## config.mk

```make
export PLATFORM = sky130hd
export DESIGN_NAME = strobe_seq_flat
export DESIGN_NICKNAME = d
export VERILOG_FILES = /design/src/rtl/strobe_seq_pkg.sv /design/src/rtl/strobe_seq_if.sv /design/src/rtl/strobe_wait_cnt.sv /design/src/rtl/strobe_seq.sv /design/src/flat_wrapper.sv
export SDC_FILE = /design/constraint.sdc
export NUM_CORES = 1
export LEC_CHECK = 0
export CAP_MARGIN = 40
export CELL_PAD_IN_SITES_DETAIL_PLACEMENT = 1
export CELL_PAD_IN_SITES_GLOBAL_PLACEMENT = 1
export CORE_ASPECT_RATIO = 0.75
export CORE_MARGIN = 8
export CORE_UTILIZATION = 25
export CTS_CLUSTER_SIZE = 24
export DETAILED_ROUTE_END_ITERATION = 6
export MAX_ROUTING_LAYER = met4
export PLACE_DENSITY = 0.65
export SLEW_MARGIN = 10
export SYNTH_ARGS = -nofsm -noshare
export SYNTH_HDL_FRONTEND = slang
export SYNTH_SLANG_ARGS = --single-unit
```

## constraint.sdc

```tcl
create_clock -name sys_clk -period 3.21 [get_ports sys_clk]
set_clock_uncertainty 0.1 [all_clocks]
set_input_delay 0.321 -clock sys_clk [delete_from_list [all_inputs] [get_ports sys_clk]]
set_output_delay 0.321 -clock sys_clk [all_outputs]
set_load 0.01 [all_outputs]
```

## src/rtl/strobe_seq_pkg.sv

```systemverilog
// Shared types and constants for the burst strobe sequencer.
package strobe_seq_pkg;

    localparam int SEL_W      = 3;
    localparam int WAIT_W_DEF = 3;

    typedef enum logic [1:0] {
        IDLE   = 2'd0,
        STROBE = 2'd1,
        GAP    = 2'd2
    } state_e;

endpackage

```

## src/rtl/strobe_seq_if.sv

```systemverilog
// Bus-cycle controller <-> strobe sequencer signal bundle.
interface strobe_seq_if #(
    parameter int WAIT_W = strobe_seq_pkg::WAIT_W_DEF
);
    import strobe_seq_pkg::*;

    logic              start;
    logic [SEL_W-1:0]  first;
    logic [SEL_W-1:0]  count;
    logic [WAIT_W-1:0] wait_cyc;
    logic              hold;
    logic [SEL_W-1:0]  a;
    logic              gn;
    logic              busy;
    logic              done;

    modport master (
        output start, first, count, wait_cyc, hold,
        input  a, gn, busy, done
    );

    modport slave (
        input  start, first, count, wait_cyc, hold,
        output a, gn, busy, done
    );

endinterface

```

## src/rtl/strobe_wait_cnt.sv

```systemverilog
// Loadable down-counter for per-strobe wait states; load wins over enable,
// counting stops at zero and zero is flagged from the register.
module strobe_wait_cnt #(
    parameter int WAIT_W = strobe_seq_pkg::WAIT_W_DEF
) (
    input  logic              sys_clk,
    input  logic              reset,
    input  logic              load,
    input  logic [WAIT_W-1:0] load_val,
    input  logic              en,
    output logic              zero
);

    logic [WAIT_W-1:0] cnt_q;
    logic [WAIT_W-1:0] cnt_d;

    always_comb begin
        cnt_d = cnt_q;
        if (load) begin
            cnt_d = load_val;
        end else if (en && (cnt_q != '0)) begin
            cnt_d = cnt_q - 1'b1;
        end
    end

    always_ff @(posedge sys_clk) begin
        if (reset) begin
            cnt_q <= '0;
        end else begin
            cnt_q <= cnt_d;
        end
    end

    assign zero = (cnt_q == '0);

endmodule

```

## src/rtl/strobe_seq.sv

```systemverilog
// Burst strobe sequencer for a 3-to-8 decoder: 1-8 strobes from a start index,
// all outputs registered. STROBE_SEQ_GAP_EN inserts a one-cycle gn gap between strobes.
module strobe_seq
    import strobe_seq_pkg::*;
#(
    parameter int WAIT_W = WAIT_W_DEF
) (
    input  logic         sys_clk,
    input  logic         reset,
    strobe_seq_if.slave  bus
);

    localparam logic [1:0] S_IDLE   = IDLE;
    localparam logic [1:0] S_STROBE = STROBE;
`ifdef STROBE_SEQ_GAP_EN
    localparam logic [1:0] S_GAP    = GAP;
`endif

    logic [1:0]        state_q, state_d;
    logic [SEL_W-1:0]  a_q, a_d;
    logic              gn_q, gn_d;
    logic              busy_q, busy_d;
    logic              done_q, done_d;
    logic [SEL_W-1:0]  rem_q, rem_d;
    logic [WAIT_W-1:0] wlat_q, wlat_d;

    logic              wc_load;
    logic [WAIT_W-1:0] wc_val;
    logic              wc_en;
    logic              wc_zero;

    strobe_wait_cnt #(.WAIT_W(WAIT_W)) u_wait_cnt (
        .sys_clk  (sys_clk),
        .reset    (reset),
        .load     (wc_load),
        .load_val (wc_val),
        .en       (wc_en),
        .zero     (wc_zero)
    );

    always_comb begin
        state_d = state_q;
        a_d     = a_q;
        gn_d    = gn_q;
        busy_d  = busy_q;
        done_d  = done_q;
        rem_d   = rem_q;
        wlat_d  = wlat_q;
        wc_load = 1'b0;
        wc_val  = wlat_q;
        wc_en   = 1'b0;

        // hold freezes everything, including a pending done pulse
        if (!bus.hold) begin
            done_d = 1'b0;
            case (state_q)
                S_IDLE: begin
                    if (bus.start) begin
                        a_d     = bus.first;
                        rem_d   = bus.count;
                        wlat_d  = bus.wait_cyc;
                        wc_load = 1'b1;
                        wc_val  = bus.wait_cyc;
                        gn_d    = 1'b0;
                        busy_d  = 1'b1;
                        state_d = S_STROBE;
                    end
                end
                S_STROBE: begin
                    if (!wc_zero) begin
                        wc_en = 1'b1;
                    end else if (rem_q == '0) begin
                        gn_d    = 1'b1;
                        busy_d  = 1'b0;
                        done_d  = 1'b1;
                        state_d = S_IDLE;
                    end else begin
                        a_d     = a_q + 1'b1;
                        rem_d   = rem_q - 1'b1;
                        wc_load = 1'b1;
`ifdef STROBE_SEQ_GAP_EN
                        gn_d    = 1'b1;
                        state_d = S_GAP;
`endif
                    end
                end
`ifdef STROBE_SEQ_GAP_EN
                S_GAP: begin
                    gn_d    = 1'b0;
                    state_d = S_STROBE;
                end
`endif
                default: begin
                    gn_d    = 1'b1;
                    busy_d  = 1'b0;
                    state_d = S_IDLE;
                end
            endcase
        end
    end

    always_ff @(posedge sys_clk) begin
        if (reset) begin
            state_q <= S_IDLE;
            a_q     <= '0;
            gn_q    <= 1'b1;
            busy_q  <= 1'b0;
            done_q  <= 1'b0;
            rem_q   <= '0;
            wlat_q  <= '0;
        end else begin
            state_q <= state_d;
            a_q     <= a_d;
            gn_q    <= gn_d;
            busy_q  <= busy_d;
            done_q  <= done_d;
            rem_q   <= rem_d;
            wlat_q  <= wlat_d;
        end
    end

    assign bus.a    = a_q;
    assign bus.gn   = gn_q;
    assign bus.busy = busy_q;
    assign bus.done = done_q;

endmodule

```

## src/flat_wrapper.sv

```systemverilog
// flat-port wrapper written by rule: the top's interface ports become plain ports
module strobe_seq_flat import strobe_seq_pkg::*;
#(
    parameter int WAIT_W = WAIT_W_DEF
)
  (sys_clk, reset, bus_start, bus_first, bus_count, bus_wait_cyc, bus_hold, bus_a, bus_gn, bus_busy, bus_done);
  strobe_seq_if #(.WAIT_W(WAIT_W)) bus_i ();
  input  logic sys_clk;
  input  logic reset;
  input wire logic [$bits(bus_i.start)-1:0] bus_start;
  input wire logic [$bits(bus_i.first)-1:0] bus_first;
  input wire logic [$bits(bus_i.count)-1:0] bus_count;
  input wire logic [$bits(bus_i.wait_cyc)-1:0] bus_wait_cyc;
  input wire logic [$bits(bus_i.hold)-1:0] bus_hold;
  output wire logic [$bits(bus_i.a)-1:0] bus_a;
  output wire logic [$bits(bus_i.gn)-1:0] bus_gn;
  output wire logic [$bits(bus_i.busy)-1:0] bus_busy;
  output wire logic [$bits(bus_i.done)-1:0] bus_done;
  assign bus_i.start = bus_start;
  assign bus_i.first = bus_first;
  assign bus_i.count = bus_count;
  assign bus_i.wait_cyc = bus_wait_cyc;
  assign bus_i.hold = bus_hold;
  assign bus_a = bus_i.a;
  assign bus_gn = bus_i.gn;
  assign bus_busy = bus_i.busy;
  assign bus_done = bus_i.done;
  strobe_seq #(.WAIT_W(WAIT_W)) u_core (.sys_clk(sys_clk), .reset(reset), .bus(bus_i));
endmodule
```

==> results of run 1 <==
report_power, final:
group	internal (uW)	switching [uW]	total (uW)
Sequential	200	13.1	213
Clock	85.9	69.0	155
Combinational	58.5	54.6	113
metrics by stage:
stage | total power, uW | hold WS [ns] | util | setup WS [ns]
finish | 481 | 0.367 | 0.336 | 1.23
global route | 515 | 0.401 | 0.336 | 1.12
CTS | 488 | 0.376 | 0.336 | 1.23
detailed placement | 330 | 0.367 | 0.322 | 1.01
global placement | 328 | 0.363 | 0.322 | 1.03
floorplan | 286 | 0.289 | - | 1.64
metal layers:
metal  GRT usage  share of wire
met5           -              0
met4           0              0
met3      0.0435          0.071
met2       0.136           0.41
met1       0.119           0.52
layout make-up:
cell class                 instances  share of cell area
tap                               40              0.0459
multi-input combinational         67               0.447
clock inverter                     1             0.00459
clock buffer                       3              0.0378
sequential                        15               0.275
timing repair buffer              18               0.165
inverter                           7              0.0241
state kept, by name, indices dropped and copies added (netlist names):
signal / cells
u_core.bus.gn: 1
u_core.bus.done: 1
u_core.u_wait_cnt.cnt_q: 3
u_core.rem_q: 3
u_core.bus.a: 3
u_core.wlat_q: 3
u_core.bus.busy: 1
cells by family after synthesis:
group	Yosys count	share of synthesized area
and+or+nand+nor	32	0.214
AOI/OAI and AO/OA	24	0.225
DFF	15	0.360
buffers and inverters	10	0.0555
muxes	5	0.0600
adders and majority gates	5	0.0750
xor gates and xnor gates	1	0.0105
worst max path at each step:
stage	from	to	slack (ns)
CTS	u_core.bus.busy	bus_busy	1.23
global route	u_core.bus.busy	bus_busy	1.12
detailed placement	bus_hold	u_core.bus.a[0]	1.01
finish	u_core.bus.busy	bus_busy	1.23
global placement	bus_hold	u_core.bus.a[0]	1.03
floorplan	u_core.bus.busy	u_core.u_wait_cnt.cnt_q[0]	1.64
cells in the final DEF, fill, tap and decap left out, drive strengths merged, types with 2 or more instances in the layout:
cell type and n:
and2 2, dfxtp 15, inv 7, mux2i 5, nor2b 2, o21a 2
a22o 2, nand2 8, clkdlybuf4s50 18, a21oi 6, ha 5, nor3 3
clkbuf 3, a311oi 2, o21ai 3, nor2 9, a211oi 2
==> results.md, run 1 <==
* Status: finished clean
* Ranking of synthesized cells by area: dfxtp_1, ha_1, mux2i_1
* Pwr dens at 441 mW/mm^2
* 1st-pass router iterations at 4
* Area Overhead vs Synth at 30.7%
* FF-to-FF setup slack at 1.35 ns
* Post-Synthesis Cells at 92
* Drt drc at 0
* Crit end category: primary output
* Post-synth top area cell: dfxtp_1
* Top post-synthesis cells by count: dfxtp_1, nor2_1, nand2_1
* Worst endpoint required time at 2.79 ns
* Register area share after synthesis at 0.360
* Crit path cell chain: clkdlybuf4s50_1
* Most frequent cell after synthesis: dfxtp_1
* CTS HTree Levels at 1
* Yosys top cell area share at 0.360
* Syn Nets at 110
* Max VDD drop at 0.179 mV
* DIE AREA at 0.00546 sq mm
* Worst EP arrival at 1.56 ns
* Antenna diode count at 0
* Post-CTS setup buffers at 0
* Reg2reg start: u_core.bus.busy
* R2R depth at 4
* Reg area at 300 sq um
* First-pass GRT wire length at 3.91 mm
* Layout cells sized above 1 at 0.0991
* Worst-Margin Slew at 0.549 ns
* Routability cong. at 0.817
* Unique masters post-synth at 37
* Cell Area, Placed at 0.00104 sq mm
* Largest net degree at the start of global routing at 16
* Setup CP Type: reg2out
* Clk Latency, worst-skew pair at 0.25 ns
* TritonCTS clock tree: built
* Hold WC Path Type: reg2reg
* Initial antenna violation count at 0
* Number of fill cells at 398
* Die X-Extent at 82.7 um
* Max-cap violations at 0
* Root buffer cell: clkbuf_8
* Core area at 0.00324 sq mm
* Initial Util at 0.257
* Global Route Usage Sum at 0.0924
* Final cell count without fillers at 151
* Crit path depth at 1
* Rel. slew slack at 0.634
* Synth Flop Type: dfxtp_1
* Routed wire length at 2.15 mm
* Hold path depth at 2
* Fin crit period at 1.98 ns
* Hold Crit Start: u_core.rem_q[1]
* Crit Path Max Fanout at 15
* Net count, final at 130
* Chip height at 66.0 um
* Fin. Hold Viols at 0
* Vias per cell at 4.68
* # rows at 18
* Avg Cell Area, Syn at 9.07 sq um
* Warnings from Yosys at 0
* RSZ-0062 raised after global routing: no
* Final setup fails at 0
* Seq cells post-synth at 15
* Slowest cell on crit path: dfxtp_1
* Post-Place Cells at 147
* Crit Reg-Reg Endpoint: u_core.bus.a[0]
* Fin area at 0.00109 sq mm
* WP buf/inv at 1
* CP top delay family: flip-flops
* I/O pins at 19
* Maximum clock rate at 505 MHz
* Leakage Power at 0.000421 uW
* Post-synth EDFFs at 0
* Wirelength per Cell at 14.2 um
* Critical Path Source Type: flip-flop
* Fin crit share at 0.616
* Netlist Area Pre-Place at 835 sq um
* Setup_tns at 0 ns
* Slew Limit Fails at 0
* Hold Crit Endpoint: u_core.rem_q[1]
* Antenna-violating nets left at 0
* Area of the multi-input gates at 488 sq um
* Clock Sinks at 15
* Routed vias at 707
* Crit-path max cell delay at 0.67 ns
* Cts repair resizes at 0
* Number of buffers created by CTS at 3
* CTS Hold Bufs at 0
* Vias in the first global route at 805
* Post-DP HPWL at 1.66 mm
* Clock Pin Slew Worst Setup and Hold Paths at 0.06 ns
* Clock Tree Buf Depth at 2
* Count of input and output buffers at 18
* Post-synth ARST share at 0
* Total grt overflow at 0
* DRT iter0 DRCs at 30
Power figures use the tool's default switching activity.
==> run 2: changes to the inputs <==
Clock period 3.21 ns to 1.99 ns, I/O delays scaled along.
==> results.md, run 2 (synthesis results as in run 1) <==
* Pre-CTS setup slack at -0.0734 ns (-1.08 ns)
* Global Route Usage Sum at 0.0950 (+0.00261)
* Status: finished clean
* Worst-Margin Slew at 0.448 ns (-0.101 ns)
* Most frequent cells in the layout: clkdlybuf4s50_1, dfxtp_1, nor2_1
* Initial Util at 0.257 (unchanged)
* Antenna diode count at 0 (unchanged)
* Post-CTS setup buffers at 0 (unchanged)
* Chip height at 66.0 um (unchanged)
* CTS HTree Levels at 1 (unchanged)
* Area Overhead vs Synth at 37.9%
* Critical Path Source Type: input pin
* Fin crit period at 1.80 ns
* 1st-pass router iterations at 4 (unchanged)
* Max VDD drop at 0.373 mV (+110%)
* Total grt overflow at 0 (unchanged)
* Wirelength per Cell at 13.9 um (-2.3%)
* Rel. slew slack at 0.699 (+0.0656)
* CP top delay family: compound AO/OA/AOI/OAI gates
* Number of fill cells at 404 (+1.5%)
* Util after Layout at 0.355 (+0.0185)
* Core area at 0.00324 sq mm (unchanged)
* Clock Pin Slew Worst Setup and Hold Paths at 0.07 ns (about the same)
* Final setup fails at 0 (unchanged)
* Commonest non-fill, non-tap cell in the layout: clkdlybuf4s50_1
* Clk Latency, worst-skew pair at 0.25 ns (about the same)
* Vias per cell at 4.76 (+1.7%)
* Drt drc at 0 (unchanged)
* Routed vias at 757 (+7.1%)
* CTS Hold Bufs at 0 (unchanged)
* Slew Limit Fails at 0 (unchanged)
* Worst EP arrival at 1.86 ns (+0.30 ns)
* Hold WC Path Type: reg2reg
* DIE AREA at 0.00546 sq mm (unchanged)
* Area of the multi-input gates at 488 sq um (unchanged)
* Number of buffers created by CTS at 3 (unchanged)
* Max-cap violations at 0 (unchanged)
* Fin crit share at 0.903
* First-pass GRT wire length at 3.91 mm (+0.18%)
* Fin area at 0.00115 sq mm (+5.5%)
* Leakage Power at 0.000459 uW (+9.1%)
* WP buf/inv at 1 (unchanged)
* Fin. Hold Viols at 0 (unchanged)
* Slowest cell on crit path: clkdlybuf4s50_1
* Pwr dens at 696 mW/mm^2 (+58%)
* Largest net degree at the start of global routing at 12 (-4)
* Net count, final at 138 (+6.2%)
* Clock Tree Buf Depth at 2 (unchanged)
* Worst Slack Setup Final at 0.193 ns (-1.04 ns)
* Cts repair resizes at 0 (unchanged)
* I/O pins at 19 (unchanged)
* DRT iter0 DRCs at 26 (-13%)
* Routed wire length at 2.21 mm (+2.9%)
* Crit end category: flip-flop
* Vias in the first global route at 852 (+5.8%)
* # rows at 18 (unchanged)
* Initial antenna violation count at 0 (unchanged)
* RSZ-0062 raised after global routing: no
* TritonCTS clock tree: built
* Die X-Extent at 82.7 um (unchanged)
* Maximum clock rate at 557 MHz
* Reg area at 300 sq um (unchanged)
* Crit-path max cell delay at 0.53 ns (-0.14 ns)
* Crit Path Max Fanout at 11 (-4)
* Cell Area, Placed at 0.00110 sq mm (+5.7%)
* Post-DP HPWL at 1.76 mm (+6.3%)
* Clock Sinks at 15 (unchanged)
* Layout cells sized above 1 at 0.160 (+0.0606)
* Antenna-violating nets left at 0 (unchanged)
* Setup CP Type: in2reg
* Routability cong. at 0.828 (+1.4%)
* Crit path cell chain: clkdlybuf4s50_1 -> or3b_4 -> a21boi_4 -> a21oi_2 -> a311oi_2
* Root buffer cell: clkbuf_8
* Count of input and output buffers at 18 (unchanged)
* Worst endpoint required time at 2.06 ns (-0.73 ns)
run 2: cell count changes in the layout (fill, tap and decap cells not counted):
cell / before / now
buf_4: 0 / 8
run 2: path summary, 6_finish.rpt:
check                                     to  slack (ns)                       start  depth (start not counted)
setup / recovery             u_core.bus.a[0]        0.19                    bus_hold                          5
hold / removal               u_core.rem_q[1]        0.35             u_core.rem_q[1]                          2
setup reg to reg  u_core.u_wait_cnt.cnt_q[1]        0.22  u_core.u_wait_cnt.cnt_q[0]                          6
hold reg to reg              u_core.rem_q[1]        0.35             u_core.rem_q[1]                          2
run 2: cell type report:
| class | instances | share of cell area |
|---|---|---|
| multi-input combinational | 67 | 0.424 |
| sequential | 15 | 0.261 |
| timing repair buffer | 26 | 0.209 |
| tap | 40 | 0.0435 |
| clock buffer | 3 | 0.0359 |
| inverter | 7 | 0.0228 |
| clock inverter | 1 | 0.00435 |
run 2: worst reg2reg max path, delay by kind of cell, from the launching register on:
family	cells	cell delay [ns]
buffers and inverters	1	0.07
adder cells (fa/ha/maj)	1	0.24
AND/OR/NAND/NOR	2	0.35
AO/OA/AOI/OAI	2	0.58
flip-flops	1	0.34
run 2: power by group:
| group | switching [uW] | leakage [uW] | internal [uW] |
|---|---|---|---|
| logic | 93.1 | 0.000311 | 108 |
| clock network | 122 | 0.0000255 | 139 |
| registers | 17.2 | 0.000123 | 323 |
run 2: per-stage QoR:
| step | power [uW] | TNS, ns | cells | hold WS (ns) |
|---|---|---|---|---|
| after floorplan | 461 | 0 | 92 | 0.167 |
| after global placement | 542 | -0.0411 | 155 | 0.344 |
| after detailed placement | 550 | -0.217 | 155 | 0.345 |
| after CTS | 816 | 0 | 159 | 0.354 |
| after global routing | 854 | 0 | 159 | 0.398 |
| final | 801 | 0 | 159 | 0.352 |
run 2: routing by layer:
metal,vias to the layer above,share of wire,global-route usage
met5,-,0,-
li1,376,-,-
met3,3,0.070,0.0448
met2,16,0.42,0.145
met1,362,0.51,0.113
met4,0,0.0045,0.0129
==> run 3: changes to the inputs <==
Settings changed: DONT_BUFFER_PORTS set to 1, PLACE_DENSITY 0.65 to 0.55.
==> results.md, run 3 (synthesis results as in run 1) <==
* Area Overhead vs Synth at 13.3%
* Setup_tns at 0 ns (unchanged)
* Worst EP arrival at 1.87 ns (about the same)
* Max-cap violations at 0 (unchanged)
* Leakage Power at 0.000371 uW (-19%)
* Count of input and output buffers at 0 (-18)
* CTS HTree Levels at 1 (unchanged)
* Slew Limit Fails at 0 (unchanged)
* # rows at 18 (unchanged)
* Clock Pin Slew Worst Setup and Hold Paths at 0.07 ns (about the same)
* Chip height at 66.0 um (unchanged)
* Clock network power share at 0.352 (+0.027)
* Slowest cell on crit path: or3b_4
* Vias per cell at 4.93 (+3.6%)
* Layout cells sized above 1 at 0.134 (-0.0256)
* Crit end category: flip-flop
* Antenna diode count at 0 (unchanged)
* Pwr dens at 791 mW/mm^2 (+14%)
* TritonCTS clock tree: built
* DRT iter0 DRCs at 38 (+46%)
* Power Total at 748 uW (-6.6%)
* Drt drc at 0 (unchanged)
* Post-DP HPWL at 1.61 mm (-8.7%)
* Fin crit period at 1.81 ns (+0.00911 ns)
* First-pass GRT wire length at 3.66 mm (-6.5%)
* Vias in the first global route at 695 (-18%)
* Post-CTS setup buffers at 0 (unchanged)
* Routed vias at 676 (-11%)
* Hold Crit Endpoint: u_core.wlat_q[2]
* Routability cong. at 0.797 (-3.8%)
* Rel. slew slack at 0.670 (-0.0291)
* Crit path cell chain: or3b_4 -> a21boi_4 -> a21oi_2 -> a311oi_2
* Status: finished clean
* Hold WC Path Type: in2reg
* Crit Path Max Fanout at 12 (+1)
* Setup CP Type: reg2reg
* P_sw at 222 uW (-4.3%)
* Worst-Margin Slew at 0.493 ns (+0.0451 ns)
* Global Route Usage Sum at 0.0907 (-0.00429)
* Largest net degree at the start of global routing at 13 (+1)
* Number of fill cells at 389 (-3.7%)
* Final setup fails at 0 (unchanged)
* I/O pins at 19 (unchanged)
* Clock Tree Buf Depth at 2 (unchanged)
* Sw Share at 0.296 (+0.00713)
* Max VDD drop at 0.299 mV (-20%)
* Most frequent cells in the layout: dfxtp_1, nor2_1, nand2_1
* Maximum clock rate at 554 MHz (-0.50%)
* RSZ-0062 raised after global routing: no
* Antenna-violating nets left at 0 (unchanged)
* Crit Reg-Reg Endpoint: u_core.bus.a[0]
* Comb pwr share at 0.185 (-0.066)
* Reg area at 300 sq um (unchanged)
* Fin. Hold Viols at 0 (unchanged)
* Core area at 0.00324 sq mm (unchanged)
* Initial Util at 0.257 (unchanged)
* Net count, final at 116 (-16%)
* Hold path depth at 2 (unchanged)
* FF-to-FF setup slack at 0.18 ns (-0.04 ns)
* DIE AREA at 0.00546 sq mm (unchanged)
* Worst endpoint required time at 2.06 ns (about the same)
* Root buffer cell: clkbuf_8
* Clk Latency, worst-skew pair at 0.26 ns (about the same)
* 1st-pass router iterations at 4 (unchanged)
* Number of buffers created by CTS at 3 (unchanged)
* Clock Sinks at 15 (unchanged)
* Die X-Extent at 82.7 um (unchanged)
* Reg2reg start: u_core.bus.busy
* P_int at 527 uW (-7.5%)
* Area of the multi-input gates at 488 sq um (unchanged)
* Critical Path Source Type: flip-flop
* Fin crit share at 0.908 (+0.00458)
* Crit-path max cell delay at 0.45 ns (-0.08 ns)
* Initial antenna violation count at 0 (unchanged)
* Wirelength per Cell at 15.8 um (+14%)
* Sequential share of power at 0.463 (+0.039)
* Total grt overflow at 0 (unchanged)
* R2R depth at 4 (-2)
* Routed wire length at 2.17 mm (-1.8%)
* Hold Crit Start: bus_wait_cyc[2]
* Commonest non-fill, non-tap cell in the layout: dfxtp_1
run 3: cell count changes in the layout (fill, tap and decap cells not counted), sizes merged:
cell	delta
dlygate4sd3	+2
buf	-6
clkdlybuf4s50	-18
run 3: layout make-up:
cell class	instances	area share
clock buffer	3	0.0437
clock inverter	1	0.00529
inverter	7	0.0278
multi-input combinational	67	0.516
sequential	15	0.317
tap	40	0.0529
timing repair buffer	4	0.0370
run 3: power groups by stage:
| stage | combinational (uW) | clock [uW] | sequential [uW] |
|---|---|---|---|
| 3_5_place_dp | 133 | 0 | 354 |
| 4_1_cts | 141 | 273 | 347 |
| 5_1_grt | 159 | 287 | 351 |
| 6_report | 139 | 263 | 347 |
| 3_3_place_gp | 129 | 0 | 353 |
| 2_1_floorplan | 115 | 0 | 346 |
run 3: critical path, delay by kind of cell, from the launching register on:
kind	cells	cell delay [ns]
and+or+nand+nor	1	0.45
AOI/OAI and AO/OA	3	0.72
DFF	1	0.44
run 3: worst max path at each step:
stage / start / endpoint / slack [ns] / depth (start not counted)
floorplan: u_core.bus.busy / u_core.u_wait_cnt.cnt_q[0] / 0.42 / 5
global placement: u_core.bus.busy / u_core.bus.a[0] / 0.23 / 4
detailed placement: u_core.bus.busy / u_core.bus.a[0] / 0.19 / 4
CTS: u_core.bus.busy / u_core.bus.a[0] / 0.17 / 4
global route: u_core.bus.busy / u_core.bus.a[1] / 0.06 / 4
finish: u_core.bus.busy / u_core.bus.a[0] / 0.18 / 4
run 3: what timing repair did:
item,CTS,global route
gates resized for setup,0,0
hold buffers,2,0
hold endpoints to repair,11,0
run 3: stage by stage:
stage                util  instance area (sq um)  instances  hold WS, ns  setup slack [ns]
floorplan               -                    835         92        0.167             0.420
global placement    0.271                    880        131        0.170             0.228
detailed placement  0.271                    880        131        0.173             0.186
CTS                 0.292                    946        137       0.0201             0.173
global route        0.292                    946        137       0.0360            0.0619
finish              0.292                    946        137       0.0209             0.184
run 3: routing by layer:
layer | routed length (um) | global-route usage | vias to the layer above | part of all wire
met5 | 0 | - | - | 0
li1 | - | - | 332 | -
met4 | 12 | 0.0258 | 0 | 0.0055
met2 | 863 | 0.120 | 22 | 0.40
met3 | 217 | 0.0489 | 2 | 0.10
met1 | 1080 | 0.115 | 320 | 0.50
